===== src/rtl/ws2812b_pkg.sv =====
// Shared types and constants for the WS2812B frame scheduler and its pixel scaler.
// Timing defaults assume a 48 MHz system clock.
package ws2812b_pkg;

    localparam int unsigned PIXEL_W = 24;
    localparam int unsigned CHAN_W  = 8;

    // 300 us latch gap and a 1 Hz refresh period at 48 MHz
    localparam int unsigned LATCH_CYCLES_48M = 14400;
    localparam int unsigned REFRESH_1HZ_48M  = 48000000;

    typedef enum logic [1:0] {
        IDLE  = 2'd0,
        FETCH = 2'd1,
        SEND  = 2'd2,
        LATCH = 2'd3
    } sched_state_t;

endpackage


===== src/rtl/ws2812b_brightness_scale.sv =====
// Combinational three-channel brightness scaler: out = (c * (brightness + 1)) >> 8.
// brightness 255 is an exact pass-through and brightness 0 blanks the pixel.
module ws2812b_brightness_scale
    import ws2812b_pkg::*;
(
    input  logic [PIXEL_W-1:0] pixel,
    input  logic [CHAN_W-1:0]  brightness,
    output logic [PIXEL_W-1:0] scaled
);

    localparam int unsigned NUM_CHAN = PIXEL_W / CHAN_W;

    logic [2*CHAN_W-1:0] gain;
    assign gain = {{CHAN_W{1'b0}}, brightness} + (2*CHAN_W)'(1);

    generate
        for (genvar gi = 0; gi < NUM_CHAN; gi++) begin : g_chan
            logic [2*CHAN_W-1:0] product;
            assign product = {{CHAN_W{1'b0}}, pixel[gi*CHAN_W +: CHAN_W]} * gain;
            assign scaled[gi*CHAN_W +: CHAN_W] = CHAN_W'(product >> CHAN_W);
        end
    endgenerate

endmodule


===== src/rtl/ws2812b_frame_scheduler.sv =====
// Streams a locally buffered, brightness-scaled frame of GRB pixels to an AXI-Stream
// WS2812B serializer, then holds the line idle for the latch gap before the next frame.
module ws2812b_frame_scheduler
    import ws2812b_pkg::*;
#(
    parameter int unsigned NUM_LEDS       = 8,
    parameter int unsigned LATCH_CYCLES   = LATCH_CYCLES_48M,
    parameter int unsigned REFRESH_CYCLES = REFRESH_1HZ_48M,
    parameter int unsigned ADDR_W         = 8
) (
    input  logic               sysclk,
    input  logic               reset,
    input  logic               wr_en,
    input  logic [ADDR_W-1:0]  wr_addr,
    input  logic [PIXEL_W-1:0] wr_data,
    input  logic [CHAN_W-1:0]  brightness,
    input  logic               start,
    output logic [PIXEL_W-1:0] m_axis_tdata,
    output logic               m_axis_tvalid,
    input  logic               m_axis_tready,
    output logic               m_axis_tlast,
    output logic               busy,
    output logic               frame_done
);

    localparam logic [ADDR_W-1:0] LAST_IDX   = ADDR_W'(NUM_LEDS - 1);
    localparam logic [31:0]       LATCH_LAST = 32'(LATCH_CYCLES - 1);

    sched_state_t       state_reg, state_next;
    logic [ADDR_W-1:0]  idx_reg, idx_next;
    logic [31:0]        latch_reg, latch_next;
    logic               pending_reg, pending_next;
    logic [CHAN_W-1:0]  bright_reg, bright_next;
    logic [PIXEL_W-1:0] tdata_reg, tdata_next;
    logic               tlast_reg, tlast_next;

    logic               tick;
    logic               trigger;
    logic [PIXEL_W-1:0] pixel_mem [NUM_LEDS];
    logic [PIXEL_W-1:0] rd_pixel;
    logic [PIXEL_W-1:0] fetch_pixel;
    logic [PIXEL_W-1:0] scaled_pixel;

    // Refresh tick generator; absent entirely when auto refresh is disabled
    generate
        if (REFRESH_CYCLES > 0) begin : g_refresh
            localparam logic [31:0] REFRESH_LAST = 32'(REFRESH_CYCLES - 1);
            logic [31:0] refresh_reg;

            always_ff @(posedge sysclk) begin
                if (reset) begin
                    refresh_reg <= '0;
                end else if (refresh_reg == REFRESH_LAST) begin
                    refresh_reg <= '0;
                end else begin
                    refresh_reg <= refresh_reg + 32'd1;
                end
            end

            assign tick = (refresh_reg == REFRESH_LAST);
        end else begin : g_no_refresh
            assign tick = 1'b0;
        end
    endgenerate

    assign trigger = start | tick;

    // Pixel buffer: addresses at or beyond NUM_LEDS never match an entry
    always_ff @(posedge sysclk) begin
        if (reset) begin
            for (int i = 0; i < NUM_LEDS; i++) begin
                pixel_mem[i] <= '0;
            end
        end else if (wr_en) begin
            for (int i = 0; i < NUM_LEDS; i++) begin
                if (wr_addr == ADDR_W'(i)) begin
                    pixel_mem[i] <= wr_data;
                end
            end
        end
    end

    always_comb begin
        rd_pixel = '0;
        for (int i = 0; i < NUM_LEDS; i++) begin
            if (idx_reg == ADDR_W'(i)) begin
                rd_pixel = pixel_mem[i];
            end
        end
    end

    // Write-first: a same-cycle host write to the fetched index wins
    assign fetch_pixel = (wr_en && (wr_addr == idx_reg)) ? wr_data : rd_pixel;

    ws2812b_brightness_scale u_scale (
        .pixel      (fetch_pixel),
        .brightness (bright_reg),
        .scaled     (scaled_pixel)
    );

    always_ff @(posedge sysclk) begin
        if (reset) begin
            state_reg   <= IDLE;
            idx_reg     <= '0;
            latch_reg   <= '0;
            pending_reg <= 1'b0;
            bright_reg  <= '0;
            tdata_reg   <= '0;
            tlast_reg   <= 1'b0;
        end else begin
            state_reg   <= state_next;
            idx_reg     <= idx_next;
            latch_reg   <= latch_next;
            pending_reg <= pending_next;
            bright_reg  <= bright_next;
            tdata_reg   <= tdata_next;
            tlast_reg   <= tlast_next;
        end
    end

    always_comb begin
        state_next   = state_reg;
        idx_next     = idx_reg;
        latch_next   = latch_reg;
        pending_next = pending_reg | trigger;
        bright_next  = bright_reg;
        tdata_next   = tdata_reg;
        tlast_next   = tlast_reg;
        frame_done   = 1'b0;

        unique case (state_reg)
            IDLE: begin
                pending_next = 1'b0;
                if (trigger || pending_reg) begin
                    state_next  = FETCH;
                    idx_next    = '0;
                    bright_next = brightness;
                end
            end
            FETCH: begin
                tdata_next = scaled_pixel;
                tlast_next = (idx_reg == LAST_IDX);
                state_next = SEND;
            end
            SEND: begin
                if (m_axis_tready) begin
                    if (idx_reg == LAST_IDX) begin
                        state_next = LATCH;
                        latch_next = '0;
                    end else begin
                        state_next = FETCH;
                        idx_next   = idx_reg + ADDR_W'(1);
                    end
                end
            end
            LATCH: begin
                if (latch_reg == LATCH_LAST) begin
                    frame_done = 1'b1;
                    state_next = IDLE;
                end else begin
                    latch_next = latch_reg + 32'd1;
                end
            end
            default: state_next = IDLE;
        endcase
    end

    assign m_axis_tdata  = tdata_reg;
    assign m_axis_tvalid = (state_reg == SEND);
    assign m_axis_tlast  = tlast_reg && (state_reg == SEND);
    assign busy          = (state_reg != IDLE);

endmodule


===== config.mk =====
export PLATFORM = sky130hd
export DESIGN_NAME = ws2812b_frame_scheduler
export DESIGN_NICKNAME = d
export VERILOG_FILES = /design/src/rtl/ws2812b_pkg.sv /design/src/rtl/ws2812b_brightness_scale.sv /design/src/rtl/ws2812b_frame_scheduler.sv
export SDC_FILE = /design/constraint.sdc
export NUM_CORES = 1
export LEC_CHECK = 0
export ABC_AREA = 1
export BUFFER_PORTS_ARGS = -buffer_cell sky130_fd_sc_hd__buf_2
export CORE_MARGIN = 2
export CORE_UTILIZATION = 30
export CTS_BUF_LIST = sky130_fd_sc_hd__clkbuf_8 sky130_fd_sc_hd__clkbuf_16
export DETAILED_ROUTE_END_ITERATION = 7
export SLEW_MARGIN = 20
export SYNTH_ARGS = -nofsm -noshare
export SYNTH_HDL_FRONTEND = slang
export SYNTH_SLANG_ARGS = --single-unit
export TNS_END_PERCENT = 50

===== constraint.sdc =====
create_clock -name sysclk -period 9.4 [get_ports sysclk]
set_input_delay 1.88 -clock sysclk [delete_from_list [all_inputs] [get_ports sysclk]]
set_output_delay 1.88 -clock sysclk [all_outputs]
set_load 0.02 [all_outputs]

# Word-level counts from Yosys, hierarchy flattened
# Memories as Yosys holds them, arrays and structs flattened.
# Cells that the tools add are included.
[totals] register_bits=108 latch_bits=0 mem_bits_rw=192 romBits=0 inputBits=45 output_inout_bits=28 wordCells=133 memories=1
[op_classes] add_sub_neg=4 multipliers=3 n_div=0 n_lt_le_gt_ge=0 n_eq_ne=26 n_shift=0 muxes=66 bitwise_logic=10 n_reduce_logical=15
[memory_table] memory="pixel_mem" depth=8 word_bits=24 rd=8 rd_ports_with_merged_regs=0 wr=8 line_no="ws2812b_frame_scheduler.sv:39" source="logic [PIXEL_W-1:0] pixel_mem [NUM_LEDS];"
[op_table] operator="24-bit 2-to-1 mux" count=17
[op_table] operator="32-bit 2-to-1 mux" count=3
[op_table] operator="32-bit by 1-bit adder with 32-bit output (second input constant)" count=2
[op_table] operator="8-bit by 3-bit equality test with 1-bit output (second input constant)" count=8
[op_table] operator="32-bit one-hot mux with 2 select lines" count=1
[op_table] operator="8-bit by 16-bit multiplier with 16-bit output" count=3
[op_table] operator="1-bit 2-to-1 mux" count=36
[op_table] operator="32-bit by 14-bit equality test with 1-bit output (second input constant)" count=1
[op_table] operator="32-bit by 26-bit equality test with 1-bit output (second input constant)" count=1
[op_table] operator="8-bit by 2-bit equality test with 1-bit output (second input constant)" count=4
[op_table] operator="8-bit 2-to-1 mux" count=3
[op_table] operator="8-bit by 1-bit equality test with 1-bit output (second input constant)" count=2
[op_table] operator="8-bit zero test" count=2
[op_table] operator="8-bit one-hot mux with 2 select lines" count=1
[op_table] operator="1-bit OR" count=10
[op_table] operator="8-bit by 1-bit adder with 9-bit output (second input constant)" count=1
[op_table] operator="8-bit by 1-bit adder with 8-bit output (second input constant)" count=1
[op_table] operator="8-bit equality test" count=1
[op_table] operator="2-bit 2-to-1 mux" count=4
[op_table] operator="2-bit inequality test (second input constant)" count=4
[op_table] operator="2-bit one-hot mux with 4 select lines" count=1
[op_table] operator="4-bit AND reduction" count=2
[op_table] operator="2-bit nonzero test" count=3
[op_table] operator="2-bit equality test (second input constant)" count=2
[op_table] operator="8 further kinds" count=11

# Longest topological paths before layout
[depth] depth_word=11 depth_mapped=36 mapped_depth_nobuf=35

# By module
# A second synthesis with hierarchy kept.
[unflattened] hier_cells=2810 area_unflattened_um2=21705.8
[by_module_without_submodules] mod="ws2812b_frame_scheduler" n_inst=1 cells_per_inst=1790 area_each_um2=14781.7 seq_area_each_um2=7927.6
[by_module_without_submodules] mod="ws2812b_brightness_scale" n_inst=1 cells_per_inst=1020 area_each_um2=6924.1 seq_area_each_um2=0.0

# Worst setup path before layout
# OpenSTA, ideal clock, no wires.
[synth_path] path_kind="input port to flip-flop" from="input port wr_addr[3]" to="register tdata_reg[14], in the netlist m_axis_tdata[14]" setup_time_ns=0.109 arrival_ns=7.025 t_required_ns=9.291 slack_ns=2.266 cell_stages=28 n_path_buf=2 path_cell_list="inv_1 nor2_1 nor4_1 nand3_1 nor3_4 buf_2 buf_1 a21oi_1 o21ai_1 nand2_1 nor2_1 fa_1 fa_1 fa_1 inv_1 fa_1 inv_1 ha_1 a21oi_1 o21ai_0 inv_1 nor3_1 a2111oi_0 nand2_1 nand2_1 nand3_1 nand2_1 inv_1"
[synth_via] elab_chain_len=4
[synth_rtl] element="from (decl)" line_no="ws2812b_frame_scheduler.sv:14" source="input logic [ADDR_W-1:0] wr_addr,"
[synth_rtl] element="8-bit equality test" line_no="ws2812b_frame_scheduler.sv:93" source="assign fetch_pixel = (wr_en && (wr_addr == idx_reg)) ? wr_data : rd_pixel;"
[synth_rtl] element="1-bit logical AND" line_no="ws2812b_frame_scheduler.sv:93"
[synth_rtl] element="24-bit 2-to-1 mux" line_no="ws2812b_frame_scheduler.sv:93"
[synth_rtl] element="8-bit by 16-bit multiplier with 16-bit output" line_no="ws2812b_brightness_scale.sv:19" source="assign product = {{CHAN_W{1'b0}}, pixel[gi*CHAN_W +: CHAN_W]} * gain;"
[synth_rtl] element="to (signal assigned)" line_no="ws2812b_frame_scheduler.sv:116" source="tdata_reg <= tdata_next;"
[synth_rtl] element="to (decl)" line_no="ws2812b_frame_scheduler.sv:34" source="logic [PIXEL_W-1:0] tdata_reg, tdata_next;"
# No other way between the ends.
# A chain may end at the register's enable or synchronous reset.

# Final worst setup path
[layout_path] from="input port wr_addr[1]" to="register tdata_reg[23], in the netlist m_axis_tdata[23]"
# The elaborated chain is that of the path after synthesis.

==> results by group <==
Outcome
  – Status: finished, final reports clean

Timing
  – Hold Fails Final Rpt: 0
  – Clock period minus worst slack: between 7000 and 8000 ps
  – Final clock skew: roughly 16 ps
  – Setup_tns: 0 ps
  – Worst relative slew slack: approximately 40%
  – Max-slew violations: 0
  – Worst-margin pin slew: ~900 ps
  – RSZ-0062 raised after global routing: no
  – Fin crit share: 78.7%
  – Final Setup Violations: 0
  – Final WS setup: 2000 ps
  – Max frequency: roughly 0.14 GHz
  – Worst hold slack: 450 ps

Routing
  – Vias: approximately 17000
  – Post-Route WL: 55.8 mm
  – DR iter-0 viols: about 1100
  – Residual DRC: 0
  – 1st-pass router iterations: 5
  – ANT nets after route: 0
  – Via density: around 4.8
  – Drt wl/cell: 15.5 µm

Clock tree
  – Num CTS Buffers: 38
  – # hold bufs at CTS: 0
  – CTS HTree Levels: 2
  – Clock Tree Root: clkbuf_16
  – Sink Count: 300
  – Clk_lat worst skew: 580 ps
  – Post-CTS Setup Bufs: 0
  – Post-CTS resize count: 0
  – CTS tree: yes
  – Clock-pin slew on the worst setup and hold paths: about 50 ps
  – CTS max path bufs: 3

Finish
  – Final-stage net count: about 2900
  – Largest register FFs: between 150 and 200
  – Commonest non-fill, non-tap cell in the layout: nor2_1
  – Most frequent cells in the layout: nor2_1 (542), nand2_1 (367), inv_1 (358), edfxtp_1 (192), nand3_1 (151)
  – Design Area, Final: around 24000 µm²
  – Area grow syn2layout: 12.8%
  – # fillers: about 7400
  – Antenna cell count: 0
  – Layout cells sized above 1: about a tenth

Placement
  – Routability cong.: between 0.8 and 0.9
  – Post-DP Area: roughly 22000 µm²
  – Pre-CTS WS: around 1500 ps
  – IO buf count: a little over 70
  – Post-DP HPWL: 41.6 mm

Synth
  – Mapped Cells: ~2600
  – Largest family of logic cells by synthesized area: simple AND/OR/NAND/NOR gates
  – Mux cell area share after synthesis: 0%
  – Simple-gate share of the synthesized area: around 27%
  – Synth warn: 0
  – Post-synthesis sequential area ratio: between 30% and 40%
  – Post-synth EDFFs: ~190
  – Synth Area in Adders: 17.5%
  – Share of the synthesized area in the top cell type: 27.4%
  – Compound-Gate Fraction of Synth Area: under 10%
  – XOR/XNOR Fraction of Synth Area: under 10%
  – Post-Synthesis Cell Area: 21100 µm²
  – Post-Syn Nets: roughly 2900
  – Asr flop ratio synth: 0%
  – Area contributors post-synth: edfxtp_1 (27%), fa_1 (11%), dfxtp_1 (10%), nor2_1 (9.7%), nand2_1 (6.6%)
  – Post-Syn Area per Cell: around 8 µm²
  – Post-synth top area cell: edfxtp_1
  – Synth unique cells: 64
  – Top FF cell, synth: edfxtp_1
  – Yosys reg bits: 300

Setup path
  – Critical Path RT: 9860 ps
  – Slowest Stage Delay on Critical Path: roughly 700 ps
  – CP max stage cell: nor3_4
  – CP top delay family: adder cells
  – Max FO, Critical Path: 16
  – Worst setup EP type: register
  – Crit path DAT: between 7000 and 8000 ps
  – Worst Setup Start Kind: input port
  – Buf+Inv Stages, Crit Path: 5
  – Setup CP Type: in2reg

Floorplan
  – Core ar.: ~70000 µm²
  – Rows: 97
  – Initial Utilization: a little under a third
  – Die Wd: 269 µm
  – Die ar.: slightly above 70000 µm²
  – Number of I/O pins: 73
  – Die Span Y: 269 µm

Global routing
  – First-pass GRT wire length: roughly 90 mm
  – GRT Total Usage: between 10% and 20%
  – Vias in the first global route: around 17000
  – Antenna violations before repair: 1
  – Largest net degree at the start of global routing: 51
  – GRT overflow: 0

Run
  – Max-cap violations: 0

Pwr
  – Pleak: 0.0101 µW
  – Maximum vdd ir drop: roughly 0.00014 V
  – Final Power: 5410 µW
  – Pwr/cell area: about 230 nW/µm²

Worst hold path
  – Worst min path class: reg2reg
path summary, 6_finish.rpt:
check	endpoint	from	depth (start not counted)	slack, ps
worst max-delay path	m_axis_tdata[23]	wr_addr[1]	26	2000
worst min-delay path	g_refresh.refresh_reg[0]	g_refresh.refresh_reg[0]	1	450
worst max register to register	m_axis_tdata[14]	idx_reg[1]	35	2250
worst min register to register	g_refresh.refresh_reg[0]	g_refresh.refresh_reg[0]	1	450
cells in the mapped netlist, types with 13 or more instances:
cell / number
a21oi_1: 133
buf_2: 14
clkbuf_1: 54
dfxtp_1: 108
edfxtp_1: 192
fa_1: 120
ha_1: 103
inv_1: 350
inv_2: 13
nand2_1: 370
nand2_2: 22
nand3_1: 151
nand3b_1: 13
nand4_1: 33
nor2_1: 543
nor3_1: 32
nor3b_1: 14
nor4_1: 29
o21ai_0: 79
o21ai_1: 27
xor2_1: 28
per-stage QoR:
step	instances	util, %
5_1_grt	3610	34.1
3_5_place_dp	3540	32.2
3_3_place_gp	3540	32.2
4_1_cts	3610	34.1
2_1_floorplan	2582	-
6_report	3610	34.1
power breakdown:
| part | switching [µW] | internal, µW | total (µW) |
|---|---|---|---|
| clock | 608 | 877 | 1490 |
| combinational | 1580 | 826 | 2410 |
| sequential | 35.7 | 1490 | 1520 |
| total | 2220 | 3190 | 5410 |
per-layer routing:
metal	global-route usage, %	part of all wire [%]	vias to the layer above	wire (µm)
met4	3.83	1.9	2	1070
met5	0	0.023	-	13
met2	24.9	44	453	24800
met1	22.4	47	8215	26400
li1	-	-	8531	-
met3	2.72	6.3	76	3540
kinds of logic after synthesis:
logic type	after synthesis
and+or+nand+nor	1271
buffers and inverters	451
AOI/OAI and AO/OA	302
DFF	300
adders and majority gates	223
xor gates and xnor gates	35
cell type report:
class / instances / area, µm² / area share (%)
Clock buffer: 40 / 978 / 4.12
Sequential cell: 300 / 7930 / 33.4
Tap cell: 940 / 1180 / 4.95
Timing Repair Buffer: 102 / 586 / 2.46
Clock inverter: 30 / 312 / 1.31
Multi-Input combinational cell: 1831 / 11400 / 48.0
Inverter: 367 / 1390 / 5.83
Power figures use the tool's default switching activity.
